[src/rtl/game_round_ctrl.sv]
`default_nettype none
// ============================================================================
//  Module      : game_round_ctrl
//  Description : Bulls and Cows round sequencer. Builds a four-digit guess
//                from keypad pulses (rejecting duplicates and non-BCD keys),
//                handshakes the guess with the strike/ball scorer and the
//                display layer, and tracks attempts to a win/lose verdict.
//  Revision    : 1.0 - initial release
// ============================================================================
module game_round_ctrl #(
    parameter int MAX_TRIES = 10
) (
    input  logic        clk,
    input  logic        rst,
    input  logic        new_game,
    input  logic [15:0] answer,
    input  logic        key_valid,
    input  logic [3:0]  key_digit,
    input  logic        key_del,
    input  logic        score_ack,
    input  logic [3:0]  strike,
    input  logic [3:0]  ball,
    input  logic        lcd_ack,
    output logic [15:0] answer_q,
    output logic [15:0] guess,
    output logic [2:0]  digit_cnt,
    output logic        score_req,
    output logic [3:0]  strike_q,
    output logic [3:0]  ball_q,
    output logic        lcd_req,
    output logic [3:0]  try_count,
    output logic        win,
    output logic        lose,
    output logic        dup_err
);

    localparam logic [3:0] c_MAX_TRIES = 4'(MAX_TRIES);

    typedef enum logic [2:0] {
        ST_IDLE  = 3'd0,
        ST_ENTRY = 3'd1,
        ST_SCORE = 3'd2,
        ST_SHOW  = 3'd3,
        ST_WIN   = 3'd4,
        ST_LOSE  = 3'd5
    } state_t;

    state_t      r_state,     w_state_nxt;
    logic [15:0] r_answer_q,  w_answer_q_nxt;
    logic [15:0] r_guess,     w_guess_nxt;
    logic [2:0]  r_digit_cnt, w_digit_cnt_nxt;
    logic        r_score_req, w_score_req_nxt;
    logic [3:0]  r_strike_q,  w_strike_q_nxt;
    logic [3:0]  r_ball_q,    w_ball_q_nxt;
    logic        r_lcd_req,   w_lcd_req_nxt;
    logic [3:0]  r_try_count, w_try_count_nxt;
    logic        r_win,       w_win_nxt;
    logic        r_lose,      w_lose_nxt;
    logic        r_dup_err,   w_dup_err_nxt;

    logic        w_key_seen;
    logic        w_key_bad;

    // Flag a key digit already present among the digits entered so far;
    // stale nibbles above digit_cnt are not considered.
    always_comb begin
        w_key_seen = 1'b0;
        for (int i = 0; i < 4; i++) begin
            if ((3'(i) < r_digit_cnt) && (r_guess[4*i +: 4] == key_digit)) begin
                w_key_seen = 1'b1;
            end
        end
    end

    assign w_key_bad = w_key_seen || (key_digit > 4'd9);

    // Next-state and next-output logic; new_game pre-empts every state.
    always_comb begin
        w_state_nxt     = r_state;
        w_answer_q_nxt  = r_answer_q;
        w_guess_nxt     = r_guess;
        w_digit_cnt_nxt = r_digit_cnt;
        w_score_req_nxt = r_score_req;
        w_strike_q_nxt  = r_strike_q;
        w_ball_q_nxt    = r_ball_q;
        w_lcd_req_nxt   = r_lcd_req;
        w_try_count_nxt = r_try_count;
        w_win_nxt       = r_win;
        w_lose_nxt      = r_lose;
        w_dup_err_nxt   = 1'b0;

        if (new_game) begin
            w_state_nxt     = ST_ENTRY;
            w_answer_q_nxt  = answer;
            w_guess_nxt     = 16'h0000;
            w_digit_cnt_nxt = 3'd0;
            w_try_count_nxt = 4'd0;
            w_win_nxt       = 1'b0;
            w_lose_nxt      = 1'b0;
            w_strike_q_nxt  = 4'd0;
            w_ball_q_nxt    = 4'd0;
            w_score_req_nxt = 1'b0;
            w_lcd_req_nxt   = 1'b0;
        end else begin
            case (r_state)
                ST_ENTRY: begin
                    if (key_del) begin
                        // Delete has priority over a simultaneous key.
                        if (r_digit_cnt != 3'd0) begin
                            w_guess_nxt     = r_guess >> 4;
                            w_digit_cnt_nxt = r_digit_cnt - 3'd1;
                        end
                    end else if (key_valid) begin
                        if (w_key_bad) begin
                            w_dup_err_nxt = 1'b1;
                        end else begin
                            w_guess_nxt     = {r_guess[11:0], key_digit};
                            w_digit_cnt_nxt = r_digit_cnt + 3'd1;
                            if (r_digit_cnt == 3'd3) begin
                                w_state_nxt     = ST_SCORE;
                                w_score_req_nxt = 1'b1;
                            end
                        end
                    end
                end
                ST_SCORE: begin
                    if (score_ack) begin
                        w_strike_q_nxt  = strike;
                        w_ball_q_nxt    = ball;
                        if (r_try_count != c_MAX_TRIES) begin
                            w_try_count_nxt = r_try_count + 4'd1;
                        end
                        w_score_req_nxt = 1'b0;
                        w_lcd_req_nxt   = 1'b1;
                        w_state_nxt     = ST_SHOW;
                    end
                end
                ST_SHOW: begin
                    if (lcd_ack) begin
                        w_lcd_req_nxt = 1'b0;
                        if (r_strike_q == 4'd4) begin
                            w_state_nxt = ST_WIN;
                            w_win_nxt   = 1'b1;
                        end else if (r_try_count == c_MAX_TRIES) begin
                            w_state_nxt = ST_LOSE;
                            w_lose_nxt  = 1'b1;
                        end else begin
                            w_state_nxt     = ST_ENTRY;
                            w_guess_nxt     = 16'h0000;
                            w_digit_cnt_nxt = 3'd0;
                        end
                    end
                end
                ST_IDLE, ST_WIN, ST_LOSE: begin
                    // Wait for new_game.
                end
                default: begin
                    w_state_nxt = ST_IDLE;
                end
            endcase
        end
    end

    // State and output registers; reset clears everything.
    always_ff @(posedge clk) begin
        if (rst) begin
            r_state     <= ST_IDLE;
            r_answer_q  <= 16'h0000;
            r_guess     <= 16'h0000;
            r_digit_cnt <= 3'd0;
            r_score_req <= 1'b0;
            r_strike_q  <= 4'd0;
            r_ball_q    <= 4'd0;
            r_lcd_req   <= 1'b0;
            r_try_count <= 4'd0;
            r_win       <= 1'b0;
            r_lose      <= 1'b0;
            r_dup_err   <= 1'b0;
        end else begin
            r_state     <= w_state_nxt;
            r_answer_q  <= w_answer_q_nxt;
            r_guess     <= w_guess_nxt;
            r_digit_cnt <= w_digit_cnt_nxt;
            r_score_req <= w_score_req_nxt;
            r_strike_q  <= w_strike_q_nxt;
            r_ball_q    <= w_ball_q_nxt;
            r_lcd_req   <= w_lcd_req_nxt;
            r_try_count <= w_try_count_nxt;
            r_win       <= w_win_nxt;
            r_lose      <= w_lose_nxt;
            r_dup_err   <= w_dup_err_nxt;
        end
    end

    assign answer_q  = r_answer_q;
    assign guess     = r_guess;
    assign digit_cnt = r_digit_cnt;
    assign score_req = r_score_req;
    assign strike_q  = r_strike_q;
    assign ball_q    = r_ball_q;
    assign lcd_req   = r_lcd_req;
    assign try_count = r_try_count;
    assign win       = r_win;
    assign lose      = r_lose;
    assign dup_err   = r_dup_err;

endmodule
`default_nettype wire
[config.mk]
export PLATFORM = sky130hd
export DESIGN_NAME = game_round_ctrl
export DESIGN_NICKNAME = d
export VERILOG_FILES = /design/src/rtl/game_round_ctrl.sv
export SDC_FILE = /design/constraint.sdc
export NUM_CORES = 1
export LEC_CHECK = 0
export BUFFER_PORTS_ARGS = -buffer_cell sky130_fd_sc_hd__buf_4
export CAP_MARGIN = 20
export CORE_MARGIN = 4
export CORE_UTILIZATION = 39
export CTS_BUF_LIST = sky130_fd_sc_hd__clkbuf_2 sky130_fd_sc_hd__clkbuf_4 sky130_fd_sc_hd__clkbuf_8
export DETAILED_ROUTE_END_ITERATION = 10
export PLACE_DENSITY = 0.63
export SYNTH_ARGS = -nofsm -noshare
export SYNTH_HDL_FRONTEND = slang
export SYNTH_SLANG_ARGS = --single-unit
[constraint.sdc]
create_clock -name clk -period 4.6 [get_ports clk]
set_clock_uncertainty 0.15 [all_clocks]
set_input_delay 0.69 -clock clk [delete_from_list [all_inputs] [get_ports clk]]
set_output_delay 0.69 -clock clk [all_outputs]
set_load 0.03 [all_outputs]
Yosys cells after proc, flatten, opt, wreduce, memory -nomap -nowiden
Index checks and enable logic that the tools add are counted.
{"block": "totals", "register_bits": 55, "latchBits": 0, "ram_bits": 0, "romBits": 0, "in_bits": 35, "output_inout_bits": 52, "n_memories": 0}
{"block": "op_classes", "add_sub_neg": 3, "mul": 0, "div": 0, "magnitude_cmp": 5, "eq_ne": 31, "n_shift": 0, "mux": 40, "bitwise": 4, "n_reduce_logical": 22}
{"op": "16-bit two-way mux", "count": 7}
{"op": "3-bit two-way mux", "count": 15}
{"op": "16-bit one-hot mux with 2 select lines", "count": 1}
{"op": "3-bit != test (second input constant)", "count": 9}
{"op": "7-bit AND reduction", "count": 3}
{"op": "2-bit != test (second input constant)", "count": 9}
{"op": "4-bit equality test", "count": 4}
{"op": "1-bit two-way mux", "count": 13}
{"op": "3-bit one-hot mux with 4 select lines", "count": 1}
{"op": "3-bit by 2-bit equality test with 1-bit output (second input constant)", "count": 3}
{"op": "3-bit AND reduction", "count": 3}
{"op": "3-bit equality test (second input constant)", "count": 2}
{"op": "1-bit by 3-bit less-than comparator with 1-bit output (first input constant)", "count": 2}
{"op": "2-bit by 3-bit less-than comparator with 1-bit output (first input constant)", "count": 2}
{"op": "3-bit one-hot mux with 2 select lines", "count": 1}
{"op": "6-bit AND reduction", "count": 1}
{"op": "2-bit nonzero test", "count": 3}
{"op": "5-bit OR reduction", "count": 1}
{"op": "4-bit by 1-bit adder with 4-bit output (second input constant)", "count": 1}
{"op": "4-bit by 3-bit equality test with 1-bit output (second input constant)", "count": 1}
{"op": "4-bit equality test (second input constant)", "count": 1}
{"op": "4-bit greater-than comparator (second input constant)", "count": 1}
{"op": "1-bit logical AND", "count": 4}
{"op": "4-bit != test (second input constant)", "count": 1}
{"op": "12 further kinds", "count": 16}

Depth between registers and ports, before layout
Gate-level depths: netlist of run 1.
{"block": "depth", "depth_word": 12, "depth_mapped": 9, "mapped_depth_nobuf": 8}

Worst setup path after synthesis of run 1
OpenSTA, ideal clock, no wires.
{"block": "synth_path", "path_type": "in2reg", "start": "input port key_digit[2]", "end": "register r_digit_cnt[0], in the netlist digit_cnt[0]", "arrival_time_ps": 2060, "t_required_ps": 4378, "setup_slack_ps": 2318, "cell_stages": 9, "path_buffers": 3, "path_cell_list": "buf_6 > xor2_2 > nor4_2 > a22oi_1 > and4bb_4 > o21bai_4 > buf_12 > buf_12 > mux2i_1"}
{"block": "synth_between", "elab_chain_cells": 9, "word_cells_on_any_way": 16, "cone_classes": "order compare (1); eq/ne (5); mux (4); reduce/logical (6)"}
{"element": "start, declared", "line_no": "18", "rtl": "input logic [3:0] key_digit,"}
{"element": "4-bit equality test", "line_no": "69", "rtl": "if ((3'(i) < r_digit_cnt) && (r_guess[4*i +: 4] == key_digit)) begin"}
{"element": "1-bit logical AND", "line_no": "69"}
{"element": "1-bit two-way mux (4 in series)", "line_no": "69"}
{"element": "1-bit logical OR (*)", "line_no": "75", "rtl": "assign w_key_bad = w_key_seen || (key_digit > 4'd9);"}
{"element": "3-bit != test (no source line) (*)"}
{"element": "7-bit AND reduction (no source line) (*)"}
{"element": "end signal, assigned", "line_no": "183", "rtl": "r_digit_cnt <= w_digit_cnt_nxt;"}
{"element": "end, declared", "line_no": "51", "rtl": "logic [2:0] r_digit_cnt, w_digit_cnt_nxt;"}
Every way passes the cells marked *; elsewhere a longest branch is shown, timed or not.
A chain may end at the register's enable or synchronous reset.

Worst setup path in the final report of run 1
{"block": "layout_path", "start": "input port new_game", "end": "register r_guess[15], in the netlist guess[15]"}
{"block": "layout_between", "elab_chain_cells": 1}
{"element": "start, declared", "line_no": "15", "rtl": "input logic new_game,"}
{"element": "2-bit OR reduction (no source line)"}
{"element": "end signal, assigned", "line_no": "182", "rtl": "r_guess <= w_guess_nxt;"}
{"element": "end, declared", "line_no": "50", "rtl": "logic [15:0] r_guess, w_guess_nxt;"}
No other way between the ends.

==> metrics.csv, run 1 <==
stage,metric,value,unit
outcome,status,completed,
timing,Slew @ Worst Pin,0.741,ns
hold_path,Hold Crit Class,reg2reg,
synthesis,number of synthesized flops with an enable pin,0,
clocking,H-Tree Depth,2,
synthesis,Syn Inst Count,306,
final_layout,layout net count,422,
synthesis,complex-gate fraction of the synthesized area,8.78,%
timing,Final Hold Viols,0,
place,Final HPWL DP,4710,um
power,Leak,1.62,nW
synthesis,Adder-Cell Fraction of Synth Area,2.70,%
floorplanning,effective utilization at floorplan,40.5,%
synthesis,register area share after synthesis,39.6,%
worst_setup_path,reg2reg start,digit_cnt[1],
timing,Final Cycle Share,54.6,%
drt,vias,2294,
worst_setup_path,worst stage delay on the critical path,0.66,ns
drt,WL/cell,13.5,um
floorplanning,Die Area,0.00854,mm2
flow_run,max-capacitance violation count,0,
timing,"Slew Viols, Final",0,
synthesis,top post-synthesis cells by area,"dfxtp_1, mux2i_1, nand2_1",
worst_setup_path,CP endpoint kind,flop,
clocking,"Clk Latency, worst-skew pair",0.31,ns
floorplanning,row cnt,30,
floorplanning,Core Region,0.00687,mm2
worst_setup_path,CP max FO,19,
synthesis,simple-gate share of the synthesized area,19.1,%
final_layout,share of cells above drive strength 1,30.6,%
drt,first-pass iteration count of the detailed router,4,
synthesis,largest area contributor in the netlist,dfxtp_1,
clocking,Root Buffer,clkbuf_8,
place,Final GP Congestion,0.754,
synthesis,commonest register cell after synthesis,dfxtp_1,
worst_setup_path,slowest CP cell,a21oi_2,
synthesis,main combinational cell family by area after synthesis,simple AND/OR/NAND/NOR gates,
grt,first-pass GRT wire length,10800,um
grt,Overflow after GRT,0,
synthesis,"Avg Cell Area, Syn",9.09,um2
drt,post-DR vias/cell,4.80,
clocking,cts bufs inserted,5,
final_layout,most frequent cells in the layout,"buf_4, nand2_1, dfxtp_1, mux2i_1, nor2_1",
worst_setup_path,"Data required, critical path",4.69,ns
power,sw power,0.000249,W
worst_setup_path,crit path launch type,input pin,
floorplanning,die height,92.4,um
final_layout,n_diodes,0,
final_layout,Final Util,51.2,%
grt,pin count of the biggest net entering global routing,23,
timing,unrepaired setup endpoints after global routing,no,
hold_path,hold path depth,2,
synthesis,Synth Area in XOR/XNOR,7.11,%
timing,Final min period,2.51,ns
synthesis,synthesis-stage register bit count,55,
synthesis,ys async rst share,0,%
clocking,CTS Sinks,55,
timing,Sum Neg Setup Slack,0,ns
power,internal power,0.000679,W
clocking,clock-pin slew on the worst setup and hold paths,0.10,ns
drt,Routed Antenna Nets,0,
clocking,hold_buf cts,0,
final_layout,"Area growth, synth to finish",26.4,%
clocking,CTS resizes,0,
synthesis,number of library cell types mapped by synthesis,48,
clocking,CTS tree,built,
timing,count of final setup violators,0,
clocking,total setup buffers inserted after CTS,0,
worst_setup_path,CP Cell Sequence,buf_4 -> or2_1 -> a21oi_2 -> nor2b_1 -> nand2_1 -> mux2i_1,
worst_setup_path,CP startpoint,new_game,
power,Clock power frac,30.2,%
drt,Starting DRT DRC Count,85,
worst_setup_path,worst r2r dst,guess[2],
place,count of buffers from port buffering,86,
floorplanning,Ports,87,
synthesis,syn_nets,347,
timing,Rel. slew slack,50.6,%
timing,FMAX,398,MHz
synthesis,Post-Syn Area,0.00278,mm2
drt,Detailed Route WL,6450,um
power,switching share of total power,26.8,%
synthesis,Synth Warn #,0,
synthesis,Synth top area share,39.6,%
power,pwr/cell area,264,mW/mm2
final_layout,"commonest non-fill, non-tap cell in the layout",buf_4,
power,"IR drop worst, VDD",0.162,mV
worst_setup_path,Reg2Reg Setup Slack,2.24,ns
worst_setup_path,Crit Path Class,in2reg,
worst_setup_path,crit path to,guess[15],
drt,drt drc,0,
clocking,deepest clock path buffer count,2,
worst_setup_path,r2r worst-path depth,7,
grt,initial antenna violation count,0,
power,Flop pwr share,53.6,%
grt,Total GRT Usage,15.3,%
grt,vias in the first global route,2349,
worst_setup_path,crit path DAT,2.60,ns
synthesis,post-synthesis mux area share,17.1,%
power,combinational share of power,16.2,%
floorplanning,overall die width,92.4,um
critical path, delay by kind of cell:
kind                   cells  cell delay (ns)
multiplexers               1             0.12
AND/OR/NAND/NOR            3             0.91
AO/OA/AOI/OAI              1             0.66
buffers and inverters      1             0.21
power by group through the flow:
stage	Clock (W)	Combinational (W)	Sequential (W)
final	0.000281	0.000150	0.000497
after global routing	0.000319	0.000163	0.000499
after CTS	0.000297	0.000152	0.000497
after detailed placement	0	0.000151	0.000508
after global placement	0	0.000150	0.000508
after floorplan	0	0.0000909	0.000526
metal layers:
layer | global-route usage (%) | vias up | wire length, um
li1 | - | 1172 | -
met1 | 19.2 | 1060 | 2970
met2 | 24.6 | 55 | 2960
met3 | 5.61 | 7 | 442
met4 | 4.46 | 0 | 74
met5 | 0 | - | 0
cell families after synthesis:
group / count (synthesis)
XOR/XNOR: 20
multiplexers: 46
buffers and inverters: 24
AND/OR/NAND/NOR: 119
adder cells (fa/ha/maj): 6
AO/OA/AOI/OAI: 36
flip-flops: 55
cell usage after synthesis, types with 2 or more instances:
library cell and instances:
nand3b_1 2, ha_1 6, nor3_1 3, buf_1 3, xnor2_1 2, a31oi_1 2
a21oi_1 15, xor2_1 15, o31ai_1 2, o21ai_0 3, buf_2 3, nor2_1 31
xnor2_2 2, o21bai_1 2, nand3_1 2, mux2i_1 34, mux2_2 12, clkbuf_1 7
nor2b_1 3, dfxtp_1 55, nand4_1 2, buf_6 4, buf_12 2, nand2b_1 4
nand2_1 63, inv_1 5
sequential cells by signal, indices dropped and copies added (netlist names):
register,count
dup_err,1
ball_q,4
strike_q,4
lcd_req,1
guess,16
try_count,4
digit_cnt,3
answer_q,16
r_state,3
lose,1
score_req,1
win,1
stage by stage:
stage	power (W)	setup slack, ns	hold WS, ns	area, um2	cells
floorplan	0.000617	2.32	0.419	2780	306
global placement	0.000658	1.81	0.306	3420	470
detailed placement	0.000659	1.76	0.314	3420	470
CTS	0.000946	2.10	0.328	3510	478
global route	0.000980	1.92	0.344	3510	478
finish	0.000928	2.09	0.323	3510	478
final cells by class:
class,count,area (um2)
fill,697,3350
multi-input combinational,227,1520
sequential,55,1100
timing repair buffer,87,653
tap,96,120
clock buffer,6,82.6
inverter,5,18.8
clock inverter,2,16.3
worst min path at each step:
stage / startpoint / to / slack [ns]
2_1_floorplan: r_state[0] / r_state[1] / 0.42
3_3_place_gp: ball_q[2] / ball_q[2] / 0.31
3_5_place_dp: ball_q[2] / ball_q[2] / 0.31
4_1_cts: ball_q[2] / ball_q[2] / 0.33
5_1_grt: ball_q[2] / ball_q[2] / 0.34
6_report: ball_q[2] / ball_q[2] / 0.32
Power figures use the tool's default switching activity.
==> run 2, diff against run 1 <==
- ABC_AREA: default -> 1
- PLACE_DENSITY: 0.63 -> 0.62
- clock period: 4.6 -> 2.6 ns (I/O delays scaled with it)
==> metrics.csv, run 2 <==
stage,metric,value,unit
synthesis,synthesis-stage register bit count,55,
final_layout,share of cells above drive strength 1,28.7,%
place,Final GP Congestion,0.845,
flow_run,max-capacitance violation count,0,
timing,unrepaired setup endpoints after global routing,no,
worst_setup_path,CP Cell Sequence,inv_1 -> ha_1 -> nand2_1 -> nand2_1 -> nor2_2 -> nand3_1 -> nand3_2 -> nor2_2 -> nand2_2 -> nand3_2 -> buf_12 -> a21oi_1 -> nor2_1,
power,Leak,1.74,nW
synthesis,commonest cells in the netlist,"nand2_1, nor2_1, dfxtp_1, o21ai_0, inv_1",
clocking,CTS resizes,0,
final_layout,layout net count,560,
power,Clock power frac,27.9,%
clocking,hold_buf cts,0,
floorplanning,Core Region,0.00769,mm2
synthesis,top post-synthesis cells by area,"dfxtp_1, nand2_1, nor2_1",
synthesis,Syn Inst Count,442,
timing,count of final setup violators,0,
synthesis,largest area contributor in the netlist,dfxtp_1,
worst_setup_path,"Data required, critical path",2.67,ns
synthesis,"Avg Cell Area, Syn",6.94,um2
clocking,cts bufs inserted,5,
drt,vias,2996,
drt,Starting DRT DRC Count,91,
clocking,total setup buffers inserted after CTS,0,
grt,pin count of the biggest net entering global routing,27,
clocking,H-Tree Depth,2,
timing,"Slew Viols, Final",0,
timing,Sum Neg Setup Slack,0,ns
worst_setup_path,CP endpoint kind,flop,
place,count of buffers from port buffering,86,
floorplanning,overall die width,96.7,um
drt,drt drc,0,
grt,initial antenna violation count,0,
drt,post-DR vias/cell,4.82,
power,combinational share of power,21.2,%
final_layout,n_diodes,0,
final_layout,most frequent cells in the layout,"nand2_1, buf_4, nor2_1, dfxtp_1, o21ai_0",
worst_setup_path,Crit Path Class,reg2reg,
place,Final HPWL DP,5760,um
synthesis,Post-Syn Area,0.00307,mm2
synthesis,Synth top area share,35.9,%
worst_setup_path,CP Buf/Inv Count,2,
clocking,CTS tree,built,
worst_setup_path,crit path DAT,2.29,ns
grt,Overflow after GRT,0,
power,switching share of total power,30.6,%
drt,Routed Antenna Nets,0,
floorplanning,effective utilization at floorplan,39.9,%
floorplanning,Die Area,0.00935,mm2
final_layout,fillers,802,
power,pwr/cell area,465,mW/mm2
floorplanning,row cnt,32,
outcome,status,completed,
drt,first-pass iteration count of the detailed router,4,
worst_setup_path,CP startpoint,digit_cnt[1],
final_layout,"commonest non-fill, non-tap cell in the layout",nand2_1,
worst_setup_path,reg2reg start,digit_cnt[1],
power,sw power,0.000541,W
grt,Total GRT Usage,16.4,%
hold_path,Hold Crit Class,in2reg,
worst_setup_path,worst stage delay on the critical path,0.42,ns
timing,Final min period,2.23,ns
timing,Rel. slew slack,70.3,%
synthesis,commonest register cell after synthesis,dfxtp_1,
power,internal power,0.00123,W
synthesis,top-count cell post-synth,nand2_1,
clocking,Root Buffer,clkbuf_8,
floorplanning,Ports,87,
power,Flop pwr share,50.9,%
synthesis,Synth Warn #,0,
worst_setup_path,crit path launch type,flop,
synthesis,syn_nets,483,
floorplanning,die height,96.7,um
power,"IR drop worst, VDD",0.228,mV
timing,Final Cycle Share,85.7,%
clocking,clock-pin slew on the worst setup and hold paths,0.10,ns
timing,Slew @ Worst Pin,0.443,ns
synthesis,register area share after synthesis,35.9,%
grt,vias in the first global route,2777,
synthesis,number of library cell types mapped by synthesis,36,
drt,Detailed Route WL,7750,um
clocking,CTS Sinks,55,
worst_setup_path,CP max FO,24,
synthesis,number of synthesized flops with an enable pin,0,
timing,Final Hold Viols,0,
clocking,deepest clock path buffer count,2,
drt,WL/cell,12.5,um
clocking,"Clk Latency, worst-skew pair",0.31,ns
grt,first-pass GRT wire length,13100,um
final_layout,"Area growth, synth to finish",24.1,%
worst_setup_path,slowest CP cell,dfxtp_1,
worst_setup_path,gate family responsible for the most delay along the worst path,simple AND/OR/NAND/NOR gates,
synthesis,ys async rst share,0,%
hold_path,critical hold path startpoint,strike[1],
power,final total power,0.00177,W
timing,FMAX,449,MHz
run 2: cell types whose count changed in the layout (fill, tap and decap cells not counted), sizes merged, moves of 12 or more:
cell	delta
nor2	+59
nand2	+44
o21ai	+38
inv	+37
mux2i	-34
nand3	+29
xor2	-15
a21oi	+14
mux2	-12
run 2: worst paths after layout:
path                  end  slack [ns]  depth (start not counted)
min           strike_q[1]        0.14                          3
max          digit_cnt[2]        0.37                         13
max reg2reg  digit_cnt[2]        0.37                         13
min reg2reg     score_req        0.31                          2
run 2: final cells by class:
cell class	count	area, um2	share of cell area, %
flip-flops and latches	55	1100	28.9
clock inverters	2	16.3	0.427
repair buffers	91	696	18.3
inverters	42	163	4.27
well taps	102	128	3.35
clock buffers	6	76.3	2.00
multi-input cells	324	1630	42.8
run 2: kinds of logic (layout without fill, tap and decap cells):
kind of cell	after synthesis	count (layout)	synth area share [%]
AO/OA/AOI/OAI	76	76	14.3
adder cells (fa/ha/maj)	6	6	2.45
flip-flops	55	55	35.9
buffers and inverters	63	141	11.5
XOR/XNOR	5	5	1.43
AND/OR/NAND/NOR	237	237	34.5
run 2: metal layers:
layer	vias to the layer above	track usage [%]	part of all wire [%]
met5	-	0	0
li1	1563	-	-
met4	0	4.64	1.1
met3	7	4.33	6.6
met1	1350	21.4	46
met2	76	26.7	46
run 2: worst reg2reg max path, stage by stage (launching register included):
cell and delay [ns]:
dfxtp_1 0.42, inv_1 0.14, ha_1 0.21, nand2_1 0.07, nand2_1 0.06, nor2_2 0.07, nand3_1 0.09, nand3_2 0.09
nor2_2 0.04, nand2_2 0.05, nand3_2 0.26, buf_12 0.29, a21oi_1 0.14, nor2_1 0.05
run 2: per-stage QoR:
stage	hold WS, ns	cell area, um2	cells	worst slack, ns	utilization [%]
floorplan	0.313	3070	442	0.487	-
global placement	0.288	3720	614	0.485	48.3
detailed placement	0.303	3720	614	0.392	48.3
CTS	0.136	3810	622	0.373	49.5
global route	0.149	3810	622	0.136	49.5
finish	0.143	3810	622	0.371	49.5
run 2: power by group through the flow:
stage               combinational, W  clock, W  sequential (W)
floorplan                   0.000210         0        0.000972
global placement            0.000371         0        0.000920
detailed placement          0.000376         0        0.000920
CTS                         0.000377  0.000517        0.000901
finish                      0.000374  0.000494        0.000901
global route                0.000416  0.000545        0.000906
